--- config.mk ---
export PLATFORM = sky130hd
export DESIGN_NAME = fixed_to_int_inverter_flat
export DESIGN_NICKNAME = d
export VERILOG_FILES = /design/src/rtl/inverter_pkg.sv /design/src/rtl/fixed_to_int_inverter_if.sv /design/src/rtl/recip_div_step.sv /design/src/rtl/fixed_to_int_inverter.sv /design/src/flat_wrapper.sv
export SDC_FILE = /design/constraint.sdc
export NUM_CORES = 1
export LEC_CHECK = 0
export ABC_CLOCK_PERIOD_IN_PS = 7800
export CAP_MARGIN = 30
export CELL_PAD_IN_SITES_DETAIL_PLACEMENT = 0
export CELL_PAD_IN_SITES_GLOBAL_PLACEMENT = 1
export CORE_MARGIN = 2
export CORE_UTILIZATION = 33
export DETAILED_ROUTE_END_ITERATION = 10
export MAX_ROUTING_LAYER = met4
export PLACE_DENSITY = 0.73
export SLEW_MARGIN = 10
export SYNTH_ARGS = -nofsm -noshare
export SYNTH_HDL_FRONTEND = slang
export SYNTH_HIERARCHICAL = 1
export SYNTH_SLANG_ARGS = --single-unit
--- constraint.sdc ---
create_clock -name Clk -period 7.8 [get_ports Clk]
set_input_delay 1.56 -clock Clk [delete_from_list [all_inputs] [get_ports Clk]]
set_output_delay 1.56 -clock Clk [all_outputs]
set_load 0.03 [all_outputs]
--- src/rtl/inverter_pkg.sv ---
// rtl/inverter_pkg.sv - shared constants and FSM state type for the reciprocal unit
//
// Purpose: widths, the saturation limit and the FSM state enum, shared by
//          fixed_to_int_inverter, its handshake interface and recip_div_step.
// Ports:   none (package).
// Config:  INVERTER_ROUND_EN is consumed by fixed_to_int_inverter, not here.

package inverter_pkg;

  localparam int IN_W    = 16;    // raw Q1.15 operand width
  localparam int IN_FRAC = 15;    // fractional bits of the operand
  localparam int OUT_W   = 10;    // integer result width
  localparam int X_MAX   = 1023;  // largest representable result

  typedef enum logic [1:0] {
    IDLE,
    DIVIDE,
    FINISH
  } state_t;

endpackage

--- src/rtl/fixed_to_int_inverter_if.sv ---
// rtl/fixed_to_int_inverter_if.sv - start/done handshake bundle for the reciprocal unit
//
// Purpose: groups the request/result signals of fixed_to_int_inverter.
// Signals: start (request), y (Q1.15 operand), busy, done (result strobe),
//          x (integer result), sat (clipped to X_MAX), dz (operand was zero).
// Modports: master drives start/y; slave (the unit) drives the results.

interface fixed_to_int_inverter_if;
  import inverter_pkg::*;

  logic             start;
  logic [IN_W-1:0]  y;
  logic             busy;
  logic             done;
  logic [OUT_W-1:0] x;
  logic             sat;
  logic             dz;

  modport master (
    output start, y,
    input  busy, done, x, sat, dz
  );

  modport slave (
    input  start, y,
    output busy, done, x, sat, dz
  );

endinterface

--- src/rtl/recip_div_step.sv ---
// rtl/recip_div_step.sv - one combinational restoring-division step
//
// Purpose: shifts the next dividend bit into the partial remainder and
//          subtracts the divisor when it fits.
// Ports:   rem_in  (IN_W+1) partial remainder before the step
//          div_bit (1)      dividend bit for this step, MSB first
//          y       (IN_W)   divisor
//          rem_out (IN_W+1) partial remainder after the step
//          q_bit   (1)      quotient bit produced by this step

module recip_div_step
  import inverter_pkg::*;
(
  input  logic [IN_W:0]   rem_in,
  input  logic            div_bit,
  input  logic [IN_W-1:0] y,
  output logic [IN_W:0]   rem_out,
  output logic            q_bit
);

  logic [IN_W:0] trial;
  logic          unused_rem_msb;

  // The incoming remainder is always below y, so its top bit is zero and
  // the shifted value still fits in IN_W+1 bits.
  assign unused_rem_msb = rem_in[IN_W];
  assign trial          = {rem_in[IN_W-1:0], div_bit};

  assign q_bit   = (trial >= {1'b0, y});
  assign rem_out = q_bit ? (trial - {1'b0, y}) : trial;

endmodule

--- src/rtl/fixed_to_int_inverter.sv ---
// rtl/fixed_to_int_inverter.sv - sequential reciprocal: Q1.15 fraction to 10-bit integer
//
// Purpose: x = 2^15 / Y by one-bit-per-cycle restoring division, with
//          saturation at X_MAX and a divide-by-zero flag. Fixed latency:
//          start accepted at edge k, done high in cycle k+17 -> k+18.
// Ports:   Clk   system clock, rising edge
//          Reset synchronous, active-high
//          bus   slave side of fixed_to_int_inverter_if
//                (start, y in; busy, done, x, sat, dz out)
// Config:  INVERTER_ROUND_EN defined -> round-half-up on the final remainder;
//          undefined -> truncating quotient.

module fixed_to_int_inverter
  import inverter_pkg::*;
(
  input  logic                    Clk,
  input  logic                    Reset,
  fixed_to_int_inverter_if.slave  bus
);

  localparam logic [IN_W-1:0] DIVIDEND = IN_W'(1) << IN_FRAC;

  state_t           state;
  state_t           state_next;

  logic [IN_W-1:0]  operand;
  logic [IN_W-1:0]  dividend;
  logic [IN_W-1:0]  quot;
  logic [IN_W:0]    rem;
  logic [3:0]       cnt;

  logic [IN_W:0]    rem_step;
  logic             q_bit;

  logic [IN_W:0]    q_fin;
  logic [OUT_W-1:0] x_fin;
  logic             sat_fin;
  logic             dz_fin;

  logic [OUT_W-1:0] x_q;
  logic             sat_q;
  logic             dz_q;
  logic             done_q;

  recip_div_step u_step (
    .rem_in  (rem),
    .div_bit (dividend[cnt]),
    .y       (operand),
    .rem_out (rem_step),
    .q_bit   (q_bit)
  );

  always_ff @(posedge Clk) begin
    if (Reset) begin
      state <= IDLE;
    end else begin
      state <= state_next;
    end
  end

  always_comb begin
    state_next = state;
    case (state)
      IDLE:    if (bus.start) state_next = DIVIDE;
      DIVIDE:  if (cnt == 4'd0) state_next = FINISH;
      FINISH:  state_next = IDLE;
      default: state_next = IDLE;
    endcase
  end

  // Final quotient, widened by one bit so a rounding carry cannot wrap.
  always_comb begin
`ifdef INVERTER_ROUND_EN
    q_fin = {1'b0, quot} + {{IN_W{1'b0}}, ({rem[IN_W-1:0], 1'b0} >= {1'b0, operand})};
`else
    q_fin = {1'b0, quot};
`endif
  end

  // Y == 0 takes precedence: the division ran but its result is meaningless.
  always_comb begin
    x_fin   = q_fin[OUT_W-1:0];
    sat_fin = 1'b0;
    dz_fin  = 1'b0;
    if (operand == '0) begin
      x_fin  = '0;
      dz_fin = 1'b1;
    end else if (q_fin > (IN_W+1)'(X_MAX)) begin
      x_fin   = OUT_W'(X_MAX);
      sat_fin = 1'b1;
    end
  end

  always_ff @(posedge Clk) begin
    if (Reset) begin
      operand  <= '0;
      dividend <= '0;
      quot     <= '0;
      rem      <= '0;
      cnt      <= '0;
      x_q      <= '0;
      sat_q    <= 1'b0;
      dz_q     <= 1'b0;
      done_q   <= 1'b0;
    end else begin
      done_q <= 1'b0;
      case (state)
        IDLE: begin
          if (bus.start) begin
            operand  <= bus.y;
            dividend <= DIVIDEND;
            quot     <= '0;
            rem      <= '0;
            cnt      <= 4'd15;
          end
        end
        DIVIDE: begin
          rem  <= rem_step;
          quot <= {quot[IN_W-2:0], q_bit};
          cnt  <= cnt - 4'd1;
        end
        FINISH: begin
          x_q    <= x_fin;
          sat_q  <= sat_fin;
          dz_q   <= dz_fin;
          done_q <= 1'b1;
        end
        default: ;
      endcase
    end
  end

  assign bus.busy = (state != IDLE);
  assign bus.done = done_q;
  assign bus.x    = x_q;
  assign bus.sat  = sat_q;
  assign bus.dz   = dz_q;

endmodule

--- src/flat_wrapper.sv ---
// flat-port wrapper written by rule: the top's interface ports become plain ports
module fixed_to_int_inverter_flat import inverter_pkg::*;
  (Clk, Reset, bus_start, bus_y, bus_busy, bus_done, bus_x, bus_sat, bus_dz);
  fixed_to_int_inverter_if bus_i ();
  input  logic Clk;
  input  logic Reset;
  input wire logic [$bits(bus_i.start)-1:0] bus_start;
  input wire logic [$bits(bus_i.y)-1:0] bus_y;
  output wire logic [$bits(bus_i.busy)-1:0] bus_busy;
  output wire logic [$bits(bus_i.done)-1:0] bus_done;
  output wire logic [$bits(bus_i.x)-1:0] bus_x;
  output wire logic [$bits(bus_i.sat)-1:0] bus_sat;
  output wire logic [$bits(bus_i.dz)-1:0] bus_dz;
  assign bus_i.start = bus_start;
  assign bus_i.y = bus_y;
  assign bus_busy = bus_i.busy;
  assign bus_done = bus_i.done;
  assign bus_x = bus_i.x;
  assign bus_sat = bus_i.sat;
  assign bus_dz = bus_i.dz;
  fixed_to_int_inverter u_core (.Clk(Clk), .Reset(Reset), .bus(bus_i));
endmodule
[After elaboration in Yosys (flattened, before gate mapping)]
Index checks and enable logic that the tools add are counted.
Word-level totals
  register bits: 68
  bits in writable memories: 0
  memory bits (read-only): 0
  output and inout port bits: 14
  memories kept: 0
  bits of input ports: 19
  bits in latches: 0
  word-level logic and storage cells: 45
Operators by class
  bitwise gates (word level): 0
  shift operators: 0
  add/subtract/negate cells: 2
  divide/modulo/power cells: 0
  equality and inequality tests: 4
  order comparisons: 3
  muxes and demuxes: 18
  multiply operators: 0
  reductions and logical operators: 8
Operators by type and width (count)
  16-bit one-hot mux with 2 select lines: 2
  16-bit 2-to-1 mux: 3
  10-bit 2-to-1 mux: 2
  17-bit by 16-bit greater-or-equal comparator with 1-bit output: 1
  16-bit by 10-bit > comparator with 1-bit output, second input constant: 1
  16-bit logical NOT: 1
  16-bit subtractor: 1
  4-bit one-hot mux with 2 select lines: 1
  2-bit AND reduction: 3
  4-bit by 5-bit < comparator with 1-bit output, second input constant: 1
  1-bit 2-to-1 mux: 5
  1-bit binary-select mux with 4-bit select: 1
  4-bit logical NOT: 1
  2-bit 2-to-1 mux: 2
  4-bit 2-to-1 mux: 1
  2-bit one-hot mux with 2 select lines: 1
  2-bit nonzero test: 2
  4-bit by 1-bit subtractor with 4-bit output, second input constant: 1
  2-bit by 1-bit equality test with 1-bit output, second input constant: 1
  2-bit equality test, second input constant: 1
  2-bit logical NOT: 1
  2-bit by 1-bit inequality test with 1-bit output, second input constant: 1
  2-bit inequality test, second input constant: 1

[Logic depth before layout (Yosys ltp)]
  depth in word-level cells: 5
  gate-level depth with buffers: 13
  depth with buffers taken out: 13

[Cells and area by module]
The synthesis kept the hierarchy.
Modules (own cells, without submodules)
  fixed_to_int_inverter: instances 1, cells an instance 233, area an instance 2402.3 µm², sequential area each 1381.3 µm²
  recip_div_step: instances 1, cells an instance 137, area an instance 1067.3 µm², sequential area each 0.0 µm²

[Worst setup path before layout]
OpenSTA, ideal clock, no wires.
  path type: reg2reg
  start: register u_core.cnt[2]
  end: register u_core.rem[14]
  data arrival time: 2.598 ns
  cell stages (with the launch flop): 14
  slack: 5.085 ns
  required time: 7.683 ns
  clock period less this slack: 2.715 ns
  path buffers: 0
  setup time: 0.117 ns
  path through: dfxtp_1 > nand4_1 > nor2_1 > inv_1 > ha_1 > fa_1 > nor2b_1 > o2111ai_1 > a31oi_1 > o2bb2ai_1 > a21oi_1 > xnor2_1 > mux2_4 > a22o_1
Between the ends
  longest elaborated chain between the ends: 5
  elaborated cells on any way between the ends: 6
  those cells by class: add/sub: 1; order compare: 1; mux: 4
Ends and longest elaborated chain
  start, declared: line fixed_to_int_inverter.sv:30  | logic [3:0] cnt;
  start signal, assigned: line fixed_to_int_inverter.sv:120  | cnt <= cnt - 4'd1;
  1-bit binary-select mux with 4-bit select (*): line fixed_to_int_inverter.sv:47  | .div_bit (dividend[cnt]),
  1-bit 2-to-1 mux (implied by the code) (*): line fixed_to_int_inverter.sv:47
  16-bit subtractor / 17-bit by 16-bit greater-or-equal comparator with 1-bit output (equally long branches): line recip_div_step.sv:30, recip_div_step.sv:29
  16-bit 2-to-1 mux (*): line recip_div_step.sv:30  | assign rem_out = q_bit ? (trial - {1'b0, y}) : trial;
  via u_core.rem_step[14]: line fixed_to_int_inverter.sv:32  | logic [IN_W:0] rem_step;
  16-bit one-hot mux with 2 select lines (*): line fixed_to_int_inverter.sv:107  | case (state)
  end signal, assigned: line fixed_to_int_inverter.sv:118  | rem <= rem_step;
  end, declared: line fixed_to_int_inverter.sv:29  | logic [IN_W:0] rem;
The timed path passes the listed nets; every way through them passes the cells marked *. The select of a mux whose other input is x is not followed.
A chain may end at the register's enable or synchronous reset.

[Worst setup path after layout]
  start: register u_core.state[0]
  end: output port bus_busy
Between the ends
  longest elaborated chain between the ends: 1
Ends and longest elaborated chain
  start, declared: line fixed_to_int_inverter.sv:23  | state_t state;
  start signal, assigned: line fixed_to_int_inverter.sv:57  | state <= state_next;
  2-bit nonzero test: line fixed_to_int_inverter.sv:133  | assign bus.busy = (state != IDLE);
  end, declared: line flat_wrapper.sv:9  | output wire logic [$bits(bus_i.busy)-1:0] bus_busy;
No other way between the ends.

==> impl_metrics.yaml <==
outcome:
  status: "complete, no violations"
setup_path:
  crit_type: "flop to output pin"
  critPathRequiredTime_ns: 6.24
  timing.critical_path.max_delay_family: "buffers and inverters"
  critical-path-slowest-cell: "sky130_fd_sc_hd__clkdlybuf4s50_1"
  cp.buffers_inverters: 1
  critPathCaptureType: "output pin"
  timing.critical_path.from_type: "flop"
  worstRegToRegCells: 13
  cp_num_cells: 2
  timing.critical_path.fanout_max: 9
  timing.critical_path.cells: "or2_2 -> clkdlybuf4s50_1"
  worstPathArrival_ns: 1.64
  slowest_delay_ns: 0.65
pwr:
  power.switching_uw: 662
  leakagePower_nw: 1.70
  power_density_mw_per_mm2: 447
  swShare: 0.360
  clock_power_share: 0.211
  comb_power_share: 0.553
  internal_power_mw: 1.18
  seq_power_share: 0.236
  ir_worst_vdd_mv: 0.289
global_route:
  initial_antenna_violation_count: 0
  grt_pass1_wl_um: 12400
  first_global_vias: 2598
  grt_max_degree: 29
  grt_overflow_total: 0
  grt_usage: 0.141
clock_tree:
  cts_post_setup_buffers_inserted: 0
  tritoncts_clock_tree: "yes"
  numCtsBuffers: 9
  worst_setup_hold_path_clk_slew_ns: 0.08
  ctsHoldBuffers: 0
  cts_repair_resize_count: 0
  root_buf_cell: "sky130_fd_sc_hd__clkbuf_8"
  buffer_depth_of_the_longest_clock_path: 2
  cts.sinks: 68
  htree_num_levels: 3
  worstSkewPairLatency_ns: 0.35
timing:
  final.min_clock_period_ns: 3.20
  report.final.slew_viol_count: 0
  fmax_mhz: 312
  setup-tns-final_ns: 0
  setup_viol: 0
  clock_skew_ns: 0.0129
  rsz0062_at_grt: "no"
  timing.final.crit_share: 0.411
  final_hold_viol_count: 0
  tightestPinTransition_ns: 0.740
  worst_slew_margin_rel: 0.506
placed_design:
  dp_hpwl_um: 5390
  routability_congestion: 0.857
  dpl.cell_count: 512
  portBuffers: 32
  dpl_cell_area_mm2: 0.00382
die:
  io-pin-count: 33
  num_rows: 37
  initial_utilization: 0.334
  core_region_area_mm2: 0.0102
  dieHeight_um: 106
  die_area_mm2: 0.0111
  floorplan.die.width_um: 106
route:
  detail-route-antenna-nets: 0
  routed_wl_um: 7140
  vias: 2670
  wl_per_cell_um: 13.5
  detail_route.drc_violations: 0
  initialDrtViolationCount: 85
  highest_layer: "met4"
  wl_met1_um: 3630
  route.detailed.vias_per_inst: 5.04
  detail_route.first_pass.iterations: 4
  met3WireLength_um: 205
  met2_wirelength_um: 3080
layout:
  commonest_non_fill_non_tap_cell_in_the_layout: "sky130_fd_sc_hd__dfxtp_1"
  nNetsFinal: 426
  post_route_cells_drive_above_1_share: 0.135
  stdcell_area_mm2: 0.00412
  area_growth_syn_to_layout_pct: 21.0
  post_layout_nonfiller_instances: 530
  layout_common_cells: "sky130_fd_sc_hd__dfxtp_1 (68), sky130_fd_sc_hd__nand2_1 (40), sky130_fd_sc_hd__clkdlybuf4s50_1 (32), sky130_fd_sc_hd__a22o_1 (32), sky130_fd_sc_hd__a21oi_1 (26)"
  fillerInstances: 1013
  antennaDiodeCount: 0
yosys:
  postSynthNetCount: 399
  postSynthCellCount: 362
  syn_avg_cell_area_um2: 9.40
  syn-cell-area_mm2: 0.00340
  yosysWarnings: 6
run:
  max_cap_viol_count: 0
worst_hold_path:
  worst_hold_path_type: "flop to flop"
  worstHoldPathCells: 1
[area by class of cell]
type | instances | area, µm² | share of cell area
Multi-Input combinational cell | 249 | 1850 | 0.449
Tap cell | 136 | 170 | 0.0413
Sequential cell | 68 | 1360 | 0.331
Clock buffer | 9 | 124 | 0.0301
Clock inverter | 7 | 145 | 0.0353
Timing Repair Buffer | 36 | 373 | 0.0906
Inverter | 25 | 93.8 | 0.0228
[registers in the layout, summed over array words and instances (netlist names)]
register and flops:
u_core/bus.x 10, u_core/bus.sat 1, u_core/state 2, u_core/cnt 4, u_core/quot 16, u_core/bus.done 1
u_core/rem 16, u_core/bus.dz 1, u_core/operand 16, u_core/dividend 1
[final timing paths]
| kind | from | end | slack (ns) |
|---|---|---|---|
| hold / removal | u_core/bus.x[2] | u_core/bus.x[2] | 0.47 |
| setup / recovery | u_core/state[0] | bus_busy | 4.60 |
| hold reg to reg | u_core/bus.x[2] | u_core/bus.x[2] | 0.47 |
| setup reg to reg | u_core/cnt[3] | u_core/rem[14] | 4.67 |
[power by group through the flow]
stage | clock network (mW) | logic [mW] | registers [mW]
after floorplan | 0 | 0.930 | 0.423
after CTS | 0.399 | 1.02 | 0.433
after detailed placement | 0 | 1.02 | 0.439
after global placement | 0 | 1.01 | 0.440
after global routing | 0.419 | 1.12 | 0.441
final | 0.388 | 1.02 | 0.434
[layer usage]
metal,GRT usage,vias up
met5,-,-
met4,0.0686,0
met3,0.0365,15
met2,0.208,39
met1,0.181,1254
li1,-,1362
[worst register-to-register path: stages (launching register included)]
cell                        delay (ns)
sky130_fd_sc_hd__dfxtp_1          0.41
sky130_fd_sc_hd__nand4_1          0.11
sky130_fd_sc_hd__nor2_1           0.17
sky130_fd_sc_hd__inv_1            0.07
sky130_fd_sc_hd__ha_1             0.20
sky130_fd_sc_hd__fa_1             0.41
sky130_fd_sc_hd__nor2b_1          0.19
sky130_fd_sc_hd__o2111ai_1        0.17
sky130_fd_sc_hd__a31oi_1          0.42
sky130_fd_sc_hd__o2bb2ai_1        0.18
sky130_fd_sc_hd__a21oi_1          0.10
sky130_fd_sc_hd__xnor2_1          0.14
sky130_fd_sc_hd__mux2_4           0.26
sky130_fd_sc_hd__a22o_1           0.19
[through the flow]
stage | util | setup slack (ns) | hold slack [ns] | power, mW
after floorplan | - | 5.11 | 0.441 | 1.35
after global placement | 0.373 | 3.82 | 0.451 | 1.45
after detailed placement | 0.376 | 4.05 | 0.455 | 1.45
after CTS | 0.402 | 4.41 | 0.475 | 1.85
after global routing | 0.404 | 4.49 | 0.489 | 1.98
final | 0.404 | 4.60 | 0.469 | 1.84
(Power assumes the default switching activity.)
